<file path="config.mk">
export PLATFORM = sky130hd
export DESIGN_NAME = fetch_stage
export DESIGN_NICKNAME = d
export VERILOG_FILES = /design/src/rtl/fetch_stage_pkg.sv /design/src/rtl/fetch_stage_if_id_reg.sv /design/src/rtl/fetch_stage.sv
export SDC_FILE = /design/constraint.sdc
export NUM_CORES = 1
export LEC_CHECK = 0
export BUFFER_PORTS_ARGS = -buffer_cell sky130_fd_sc_hd__clkbuf_2
export CELL_PAD_IN_SITES_DETAIL_PLACEMENT = 0
export CELL_PAD_IN_SITES_GLOBAL_PLACEMENT = 1
export CORE_UTILIZATION = 30
export CTS_BUF_LIST = sky130_fd_sc_hd__clkbuf_4 sky130_fd_sc_hd__clkbuf_8
export DETAILED_ROUTE_END_ITERATION = 12
export GPL_ROUTABILITY_DRIVEN = 1
export PLACE_DENSITY_LB_ADDON = 0.1
export REMOVE_ABC_BUFFERS = 1
export SETUP_SLACK_MARGIN = 0.5
export SLEW_MARGIN = 20
export SYNTH_ARGS = -nofsm -noshare
export SYNTH_HDL_FRONTEND = slang
export SYNTH_SLANG_ARGS = --single-unit
</file>
<file path="constraint.sdc">
create_clock -name CLK -period 2.4 [get_ports CLK]
set_input_delay 0.12 -clock CLK [delete_from_list [all_inputs] [get_ports CLK]]
set_output_delay 0.12 -clock CLK [all_outputs]
set_load 0.02 [all_outputs]
</file>
<file path="src/rtl/fetch_stage_pkg.sv">
// rtl/fetch_stage_pkg.sv - shared types and constants for the instruction-fetch stage
package fetch_stage_pkg;

    // Fetch FSM encoding (2-bit state register)
    typedef enum logic [1:0] {
        FS_FETCH = 2'd0,
        FS_HOLD  = 2'd1,
        FS_DROP  = 2'd2
    } fs_state_e;

    // Default bubble instruction: sll $0,$0,0
    localparam logic [31:0] FS_NOP_INS = 32'h0000_0000;

    // Word-align an address by clearing the byte-offset bits
    function automatic logic [31:0] word_align(input logic [31:0] addr);
        return {addr[31:2], 2'b00};
    endfunction

endpackage

</file>
<file path="src/rtl/fetch_stage_if_id_reg.sv">
// rtl/fetch_stage_if_id_reg.sv - IF/ID pipeline register with load, hold and flush
module if_id_reg
    import fetch_stage_pkg::*;
#(
    parameter logic [31:0] NOP_INS = FS_NOP_INS
) (
    input  logic        clk,
    input  logic        rst,
    input  logic        load_i,
    input  logic        flush_i,
    input  logic [31:0] ins_i,
    input  logic [31:0] pc4_i,
    output logic [31:0] ins_o,
    output logic [31:0] pc4_o,
    output logic        valid_o
);

    logic [31:0] ins_q;
    logic [31:0] pc4_q;
    logic        valid_q;

    // Flush beats load; with neither asserted the register holds (decode stall)
    always_ff @(posedge clk) begin
        if (rst) begin
            ins_q   <= NOP_INS;
            pc4_q   <= 32'h0;
            valid_q <= 1'b0;
        end else if (flush_i) begin
            ins_q   <= NOP_INS;
            valid_q <= 1'b0;
        end else if (load_i) begin
            ins_q   <= ins_i;
            pc4_q   <= pc4_i;
            valid_q <= 1'b1;
        end
    end

    assign ins_o   = ins_q;
    assign pc4_o   = pc4_q;
    assign valid_o = valid_q;

endmodule

</file>
<file path="src/rtl/fetch_stage.sv">
// rtl/fetch_stage.sv - MIPS instruction fetch: PC, memory req/ack FSM and stall hold buffer
module fetch_stage
    import fetch_stage_pkg::*;
#(
    parameter logic [31:0] RESET_PC = 32'h0000_0000,
    parameter logic [31:0] NOP_INS  = FS_NOP_INS
) (
    input  logic        CLK,
    input  logic        RST,
    input  logic        Stall,
    input  logic        Redirect,
    input  logic [31:0] RedirectPC,
    output logic        IReq,
    output logic [31:0] IAddr,
    input  logic        IAck,
    input  logic [31:0] IData,
    output logic [31:0] Ins,
    output logic [31:0] PcPlus4,
    output logic        InsValid
);

    fs_state_e   state_q, state_d;
    logic [31:0] pc_q, pc_d;
    logic [31:0] req_addr_q, req_addr_d;
    logic [31:0] hold_ins_q, hold_ins_d;
    logic [31:0] hold_pc4_q, hold_pc4_d;

    logic        ifid_load;
    logic        ifid_flush;
    logic [31:0] ifid_ins;
    logic [31:0] ifid_pc4;

    logic        xfer;
    logic [31:0] redir_pc;
    logic [31:0] req_pc4;

    // Request depends only on state (and reset), never on IAck or Stall
    assign IReq     = !RST && (state_q != FS_HOLD);
    assign IAddr    = req_addr_q;
    assign xfer     = IReq && IAck;
    assign redir_pc = word_align(RedirectPC);
    assign req_pc4  = req_addr_q + 32'd4;

    // Next-state, PC and IF/ID control; Redirect > Stall > load/bubble
    always_comb begin
        state_d    = state_q;
        pc_d       = pc_q;
        req_addr_d = req_addr_q;
        hold_ins_d = hold_ins_q;
        hold_pc4_d = hold_pc4_q;
        ifid_load  = 1'b0;
        ifid_flush = 1'b0;
        ifid_ins   = IData;
        ifid_pc4   = req_pc4;

        case (state_q)
            FS_FETCH: begin
                if (xfer) begin
                    if (Redirect) begin
                        pc_d       = redir_pc;
                        req_addr_d = redir_pc;
                        ifid_flush = 1'b1;
                    end else if (Stall) begin
                        // Decode can't take it: park the word, resume after release
                        hold_ins_d = IData;
                        hold_pc4_d = req_pc4;
                        pc_d       = req_pc4;
                        state_d    = FS_HOLD;
                    end else begin
                        ifid_load  = 1'b1;
                        pc_d       = req_pc4;
                        req_addr_d = req_pc4;
                    end
                end else begin
                    if (Redirect) begin
                        // Request already on the bus must complete; drop its data
                        pc_d       = redir_pc;
                        state_d    = FS_DROP;
                        ifid_flush = 1'b1;
                    end else if (!Stall) begin
                        ifid_flush = 1'b1;
                    end
                end
            end

            FS_HOLD: begin
                if (Redirect) begin
                    pc_d       = redir_pc;
                    req_addr_d = redir_pc;
                    hold_ins_d = 32'h0;
                    hold_pc4_d = 32'h0;
                    ifid_flush = 1'b1;
                    state_d    = FS_FETCH;
                end else if (!Stall) begin
                    ifid_load  = 1'b1;
                    ifid_ins   = hold_ins_q;
                    ifid_pc4   = hold_pc4_q;
                    req_addr_d = pc_q;
                    state_d    = FS_FETCH;
                end
            end

            FS_DROP: begin
                if (Redirect) begin
                    pc_d       = redir_pc;
                    ifid_flush = 1'b1;
                end else if (!Stall) begin
                    ifid_flush = 1'b1;
                end
                if (xfer) begin
                    req_addr_d = Redirect ? redir_pc : pc_q;
                    state_d    = FS_FETCH;
                end
            end

            default: begin
                state_d    = FS_FETCH;
                req_addr_d = pc_q;
            end
        endcase
    end

    // State, PC and hold buffer registers
    always_ff @(posedge CLK) begin
        if (RST) begin
            state_q    <= FS_FETCH;
            pc_q       <= RESET_PC;
            req_addr_q <= RESET_PC;
            hold_ins_q <= 32'h0;
            hold_pc4_q <= 32'h0;
        end else begin
            state_q    <= state_d;
            pc_q       <= pc_d;
            req_addr_q <= req_addr_d;
            hold_ins_q <= hold_ins_d;
            hold_pc4_q <= hold_pc4_d;
        end
    end

    if_id_reg #(
        .NOP_INS (NOP_INS)
    ) u_if_id_reg (
        .clk     (CLK),
        .rst     (RST),
        .load_i  (ifid_load),
        .flush_i (ifid_flush),
        .ins_i   (ifid_ins),
        .pc4_i   (ifid_pc4),
        .ins_o   (Ins),
        .pc4_o   (PcPlus4),
        .valid_o (InsValid)
    );

endmodule

</file>
==> results of run 1 <==
[layout make-up]
| type | count | area (um2) |
|---|---|---|
| Antenna cell | 1 | 2.502 |
| Tap cell | 390 | 488.0 |
| Inverter | 15 | 68.82 |
| Multi-Input combinational cell | 820 | 6300 |
| Sequential cell | 195 | 3946 |
| Clock inverter | 14 | 158.9 |
| Fill cell | 2875 | 14880 |
| Clock buffer | 18 | 241.5 |
| Timing Repair Buffer | 429 | 3943 |
[cells in the final DEF, fill, tap and decap left out, drive strengths merged, types with 9 or more instances in the layout]
cell / synthesis / routed
dlygate4sd3: 0 / 58
a221oi: 32 / 32
clkbuf: 73 / 192
a311oi: 36 / 36
a21oi: 49 / 49
nand3: 23 / 23
inv: 15 / 23
xor2: 14 / 14
a211oi: 19 / 19
dfxtp: 195 / 195
buf: 32 / 197
nand4: 15 / 15
nor2: 160 / 160
nand2b: 12 / 12
and3: 12 / 12
nand2: 143 / 143
o211ai: 11 / 11
or3: 11 / 11
a22oi: 55 / 55
o22ai: 23 / 23
nor3: 29 / 29
o32ai: 9 / 9
mux2i: 11 / 11
o21ai: 55 / 55
[stage by stage]
| step | hold WS [ns] | util [%] | worst slack (ns) |
|---|---|---|---|
| 2_1_floorplan | 0.1862 | - | -3.602 |
| 3_3_place_gp | 0.3886 | 36.68 | 0.09591 |
| 3_5_place_dp | 0.3921 | 36.68 | 0.03565 |
| 4_1_cts | 0.02045 | 43.67 | 0.4015 |
| 5_1_grt | 0.01136 | 50.43 | 0.2183 |
| 6_report | 0.03551 | 50.44 | 0.3204 |
[power groups by stage]
| stage | clock network, W | logic [W] | registers, W |
|---|---|---|---|
| 2_1_floorplan | 0 | 0.000742 | 0.00372 |
| 6_report | 0.00231 | 0.00264 | 0.00359 |
| 3_3_place_gp | 0 | 0.00167 | 0.00362 |
| 4_1_cts | 0.00236 | 0.00209 | 0.00357 |
| 3_5_place_dp | 0 | 0.00167 | 0.00362 |
| 5_1_grt | 0.00250 | 0.00279 | 0.00361 |
[registers in the layout, indices dropped and copies added, names as in the netlist]
name	cells
hold_pc4_q	32
pc_q	32
hold_ins_q	32
IAddr	32
u_if_id_reg.pc4_o	32
u_if_id_reg.ins_o	32
u_if_id_reg.valid_o	1
state_q	2
[worst max-delay path by stage]
stage	start	to	slack [ns]
4_1_cts	state_q[1]	hold_ins_q[7]	0.40
3_5_place_dp	state_q[0]	u_if_id_reg.pc4_o[17]	0.04
5_1_grt	state_q[1]	IAddr[19]	0.22
3_3_place_gp	state_q[0]	u_if_id_reg.pc4_o[17]	0.1
6_report	state_q[1]	IAddr[19]	0.32
2_1_floorplan	state_q[0]	u_if_id_reg.pc4_o[19]	-3.60
[critical path, stage by stage, from the launching register on]
cell      delay [ns]
dfxtp_4         0.39
inv_4           0.05
ha_4            0.18
nor3b_4         0.24
buf_4           0.16
buf_6           0.09
o22a_4          0.27
buf_12          0.16
o21ai_1         0.07
a221oi_1        0.35
[cell families (layout without fill, tap and decap cells)]
group	after synthesis	in the layout	share of synthesized area, %
AOI/OAI and AO/OA	348	349	27.07
xor gates and xnor gates	22	22	2.161
adders and majority gates	5	5	0.6753
buffers and inverters	120	476	5.294
DFF	195	195	42.14
muxes	11	11	1.189
other	0	1	0
and+or+nand+nor	433	433	21.48
[metal layers]
metal / vias up / share of wire, % / GRT usage [%]
met1: 5074 / 48 / 32.95
met4: 0 / 1.7 / 5.556
met2: 234 / 46 / 37.66
met3: 36 / 4.2 / 3.899
li1: 4878 / - / -
met5: - / 0 / 0
[timing repair]
action,in CTS,in global routing
buffers inserted,34,58
pin swaps,34,99
cloned,9,17
gates resized for setup,131,270
hold buffers,58,0
hold endpoints to repair,95,0
setup endpoints to repair,195,190
==> flow_summary.toml, run 1 <==
[finish]
fin_cells = 1882
synthToLayoutAreaGrowth_pct = 63.52
layout-drive-gt1-share_pct = 44.20
final_nets = 1552
final_cell_area_mm2 = 0.01515

[timing]
maxSlewViolCount = 0
worstMarginPinSlew_ns = 0.7758
rsz0062_at_grt = "yes"
finalCriticalPeriod_ns = 2.080
min_period_over_period_pct = 86.65
hold_viol = 0
finClkSkew_ns = 0.02136
fin_setup_tns_ns = 0
setup_viol_count_final = 0
maxSlewHeadroom_pct = 48.22
fmax_mhz = 480.9

[global_routing]
grtUsageTotal_pct = 23.59
grt_overflow = 0
grt_pass1_vias = 9194
grt_pass1_wl_um = 56100
antenna_found_initial = 1
grt_max_degree = 113

[clock_network]
clk_latency_ns = 0.51
clk_path_buf_depth = 2
clkTransAtPathRegs_ns = 0.11
cts_tree = "done"
numCtsBuffers = 17
root_buffer = "clkbuf_8"
cts_sinks = 195
h-tree-depth = 4

[min_path]
hold_path_depth = 3
hold_class = "input port to register"
hp-start = "RedirectPC[19]"
holdPathEnd = "pc_q[19]"

[placement]
hpwlAfterDp_um = 23130
placed_area_mm2 = 0.01102
port-buffer-count = 164
dp.cells = 1673
routabilityCongestion = 0.7954

[synth]
synth-main-ff-cell = "dfxtp_1"
netlist_area_mm2 = 0.009264
synth_enable_flop_cells = 0
ys_async_sr_fraction_pct = 0
yosys_warnings = 0
synth_top_area_cell = "dfxtp_1"
yosys.cell_count.top_type = "dfxtp_1"
yosysSeqAreaShare_pct = 42.14
ys_top_cells_by_area = "dfxtp_1 42%, nor2_1 6.5%, nand2_1 5.8%"
synth-seq-cells = 195
synth_cells = 1134
synthTopCellsByCount = "195 x dfxtp_1, 160 x nor2_1, 143 x nand2_1, 72 x clkbuf_1, 55 x a22oi_1"
synth_top_area_share_pct = 42.14
synth_cell_type_count = 72
syn_avg_cell_area_um2 = 8.169

[power_and_ir_drop]
power.total_w = 0.008538
clkPwrFrac_pct = 27.1
p_int_w = 0.005512
power_frac_comb_pct = 30.9
seqPwrFrac_pct = 42.0
power_leakage_nw = 5.840
p_switching_w = 0.003026
max-vdd-ir-drop_v = 0.0003998
power_density_mw_per_mm2 = 563.7
p_sw_share_pct = 35.44

[worst_setup_path]
reg2reg_from = "state_q[1]"
reg2reg_to = "IAddr[19]"
crit_fanout = 8
cp-end-kind = "register"
critPathKind = "register to register"
ff2ff_setup_slack_ns = 0.32
cp-start-kind = "register"
required_ns = 2.78
arrival_ns = 2.46
rr_worst_depth = 9

[route]
firstDrtPassIters = 5
wl_per_cell_um = 21.52
vias_per_cell = 5.431
drt_iter0_markers = 685
routed_wl_um = 40500
drc = 0
ant_nets = 0
num_vias = 10220

[die]
dieWidth_um = 177.7
boundaryPins = 167
num_rows = 63
dieArea_mm2 = 0.03159
core_area_mm2 = 0.03003
start_util_pct = 30.85
die_h_um = 177.7

[run_status]
status = "completed"

[run]
maxCapViolCount = 0
No activity file was read; power rests on OpenSTA's default activity.
==> run 2, diff against run 1 <==
PLACE_DENSITY = 0.57   (was default)
PLACE_DENSITY_LB_ADDON = default   (was 0.1)
==> run 2 against run 1 <==
Via count fell by 0.86%. Flip-flop and latch count unchanged. Largest cell class unchanged. Combinational power fell by 4%.
==> flow_summary.toml, run 2 (synthesis results as in run 1) <==
[timing]
rsz0062_at_grt = "yes"
min_period_over_period_pct = 87.22
hold_viol = 0
setup_viol_count_final = 0
maxSlewViolCount = 0
worstMarginPinSlew_ns = 0.7650
finClkSkew_ns = 0.02646
finalWorstSetupSlack_ns = 0.3067
fin_setup_tns_ns = 0
maxSlewHeadroom_pct = 48.94
fmax_mhz = 477.7
finalCriticalPeriod_ns = 2.093
holdWs_ns = 0.07286

[worst_setup_path]
ff2ff_setup_slack_ns = 0.31
cp-end-kind = "register"
cp-start-kind = "register"
arrival_ns = 2.48
critPathKind = "register to register"
required_ns = 2.78
reg2reg_to = "hold_pc4_q[21]"
reg2reg_from = "state_q[1]"
rr_worst_depth = 11
crit_fanout = 7

[finish]
final_nets = 1546
final_common_cell = "dfxtp_1"
layout-drive-gt1-share_pct = 42.25
fillCellCount = 2909
final_cell_mix = "183 x dfxtp_1, 162 x clkbuf_2, 140 x nor2_1, 133 x nand2_1, 126 x buf_4"
synthToLayoutAreaGrowth_pct = 60.12
fin_cells = 1875

[min_path]
holdPathEnd = "pc_q[2]"
hold_class = "input port to register"
hold_path_depth = 4
hp-start = "RedirectPC[2]"

[placement]
hpwlAfterDp_um = 23120
dp_slack_ns = 0.06461
routabilityCongestion = 0.8073
port-buffer-count = 164
dp.cells = 1670

[route]
vias_per_cell = 5.405
routed_wl_um = 39130
drc = 0
drt_iter0_markers = 703
num_vias = 10130
wl_per_cell_um = 20.87
ant_nets = 0
firstDrtPassIters = 5

[die]
die_h_um = 177.7
dieArea_mm2 = 0.03159
dieWidth_um = 177.7
start_util_pct = 30.85
num_rows = 63
core_area_mm2 = 0.03003
boundaryPins = 167

[global_routing]
grt_max_degree = 122
grt_overflow = 0
grt_pass1_wl_um = 55930
antenna_found_initial = 1
grt_pass1_vias = 9500
grtUsageTotal_pct = 23.34

[run_status]
status = "completed"

[clock_network]
numCtsBuffers = 17
h-tree-depth = 4
cts_tree = "done"
cts_sinks = 195
clk_latency_ns = 0.51
root_buffer = "clkbuf_8"
clkTransAtPathRegs_ns = 0.12
clk_path_buf_depth = 2

[power_and_ir_drop]
power_density_mw_per_mm2 = 582.2
max-vdd-ir-drop_v = 0.0003439
power_leakage_nw = 5.745

[run]
maxCapViolCount = 0
## run 2: cell types whose count changed in the layout (fill, tap and decap cells not counted), sizes merged, moves of 3 or more
cell | before | now
buf | 197 | 190
inv | 23 | 17
bufinv | 1 | 4
clkbuf | 192 | 195
## run 2: cell type report
| class | count | area (um2) | share of cell area, % |
|---|---|---|---|
| Sequential cell | 195 | 3929 | 26.49 |
| Clock inverter | 11 | 173.9 | 1.173 |
| Timing Repair Buffer | 424 | 3736 | 25.19 |
| Tap cell | 390 | 488.0 | 3.290 |
| Clock buffer | 20 | 269.0 | 1.814 |
| Inverter | 15 | 65.06 | 0.4386 |
| Multi-Input combinational cell | 819 | 6170 | 41.59 |
| Antenna cell | 1 | 2.502 | 0.01687 |
## run 2: worst max-delay path: stages (launching register included)
cell and delay, ns:
dfxtp_2 0.38, inv_4 0.05, ha_4 0.18, nor3b_4 0.22, buf_6 0.15, buf_6 0.10, and3_4 0.20, a31oi_4 0.05
buf_12 0.21, and2_4 0.16, buf_12 0.14, o2bb2ai_2 0.12
## run 2: power by group
part	internal, W	leakage [nW]	switching, W
clock	0.00121	0.227	0.00130
combinational	0.00117	3.93	0.00138
sequential	0.00340	1.59	0.000182
total	0.00577	5.75	0.00286
## run 2: worst max-delay path by stage
stage	from	to	slack (ns)	cells past startpoint
final	state_q[1]	hold_pc4_q[21]	0.31	11
after global routing	state_q[1]	u_if_id_reg.pc4_o[31]	0.25	10
after CTS	state_q[1]	u_if_id_reg.pc4_o[16]	0.39	9
after detailed placement	state_q[0]	u_if_id_reg.pc4_o[17]	0.06	8
after global placement	state_q[1]	u_if_id_reg.pc4_o[21]	0.07	7
after floorplan	state_q[0]	u_if_id_reg.pc4_o[19]	-3.60	7
## run 2: through the flow
step,utilization [%],power [W],instance area (um2)
after floorplan,-,0.004466,8830
after CTS,43.39,0.008136,13030
after detailed placement,36.60,0.005295,10990
final,49.39,0.008635,14830
after global placement,36.60,0.005289,10990
after global routing,49.39,0.009006,14830
## run 2: routing by layer
layer	up-vias	GRT usage [%]	routed length, um
met2	263	37.97	18320
met3	47	3.492	1566
met1	4976	32.00	18610
met4	0	6.125	634
met5	-	0	0
li1	4848	-	-
## run 2: what timing repair did
action | in CTS | in global routing
endpoints found under the hold margin | 95 | 0
pin swaps | 39 | 94
hold buffers | 59 | 0
buffers inserted | 44 | 50
endpoints found under the setup margin | 196 | 193
resized for setup | 123 | 227
cloned | 6 | 14
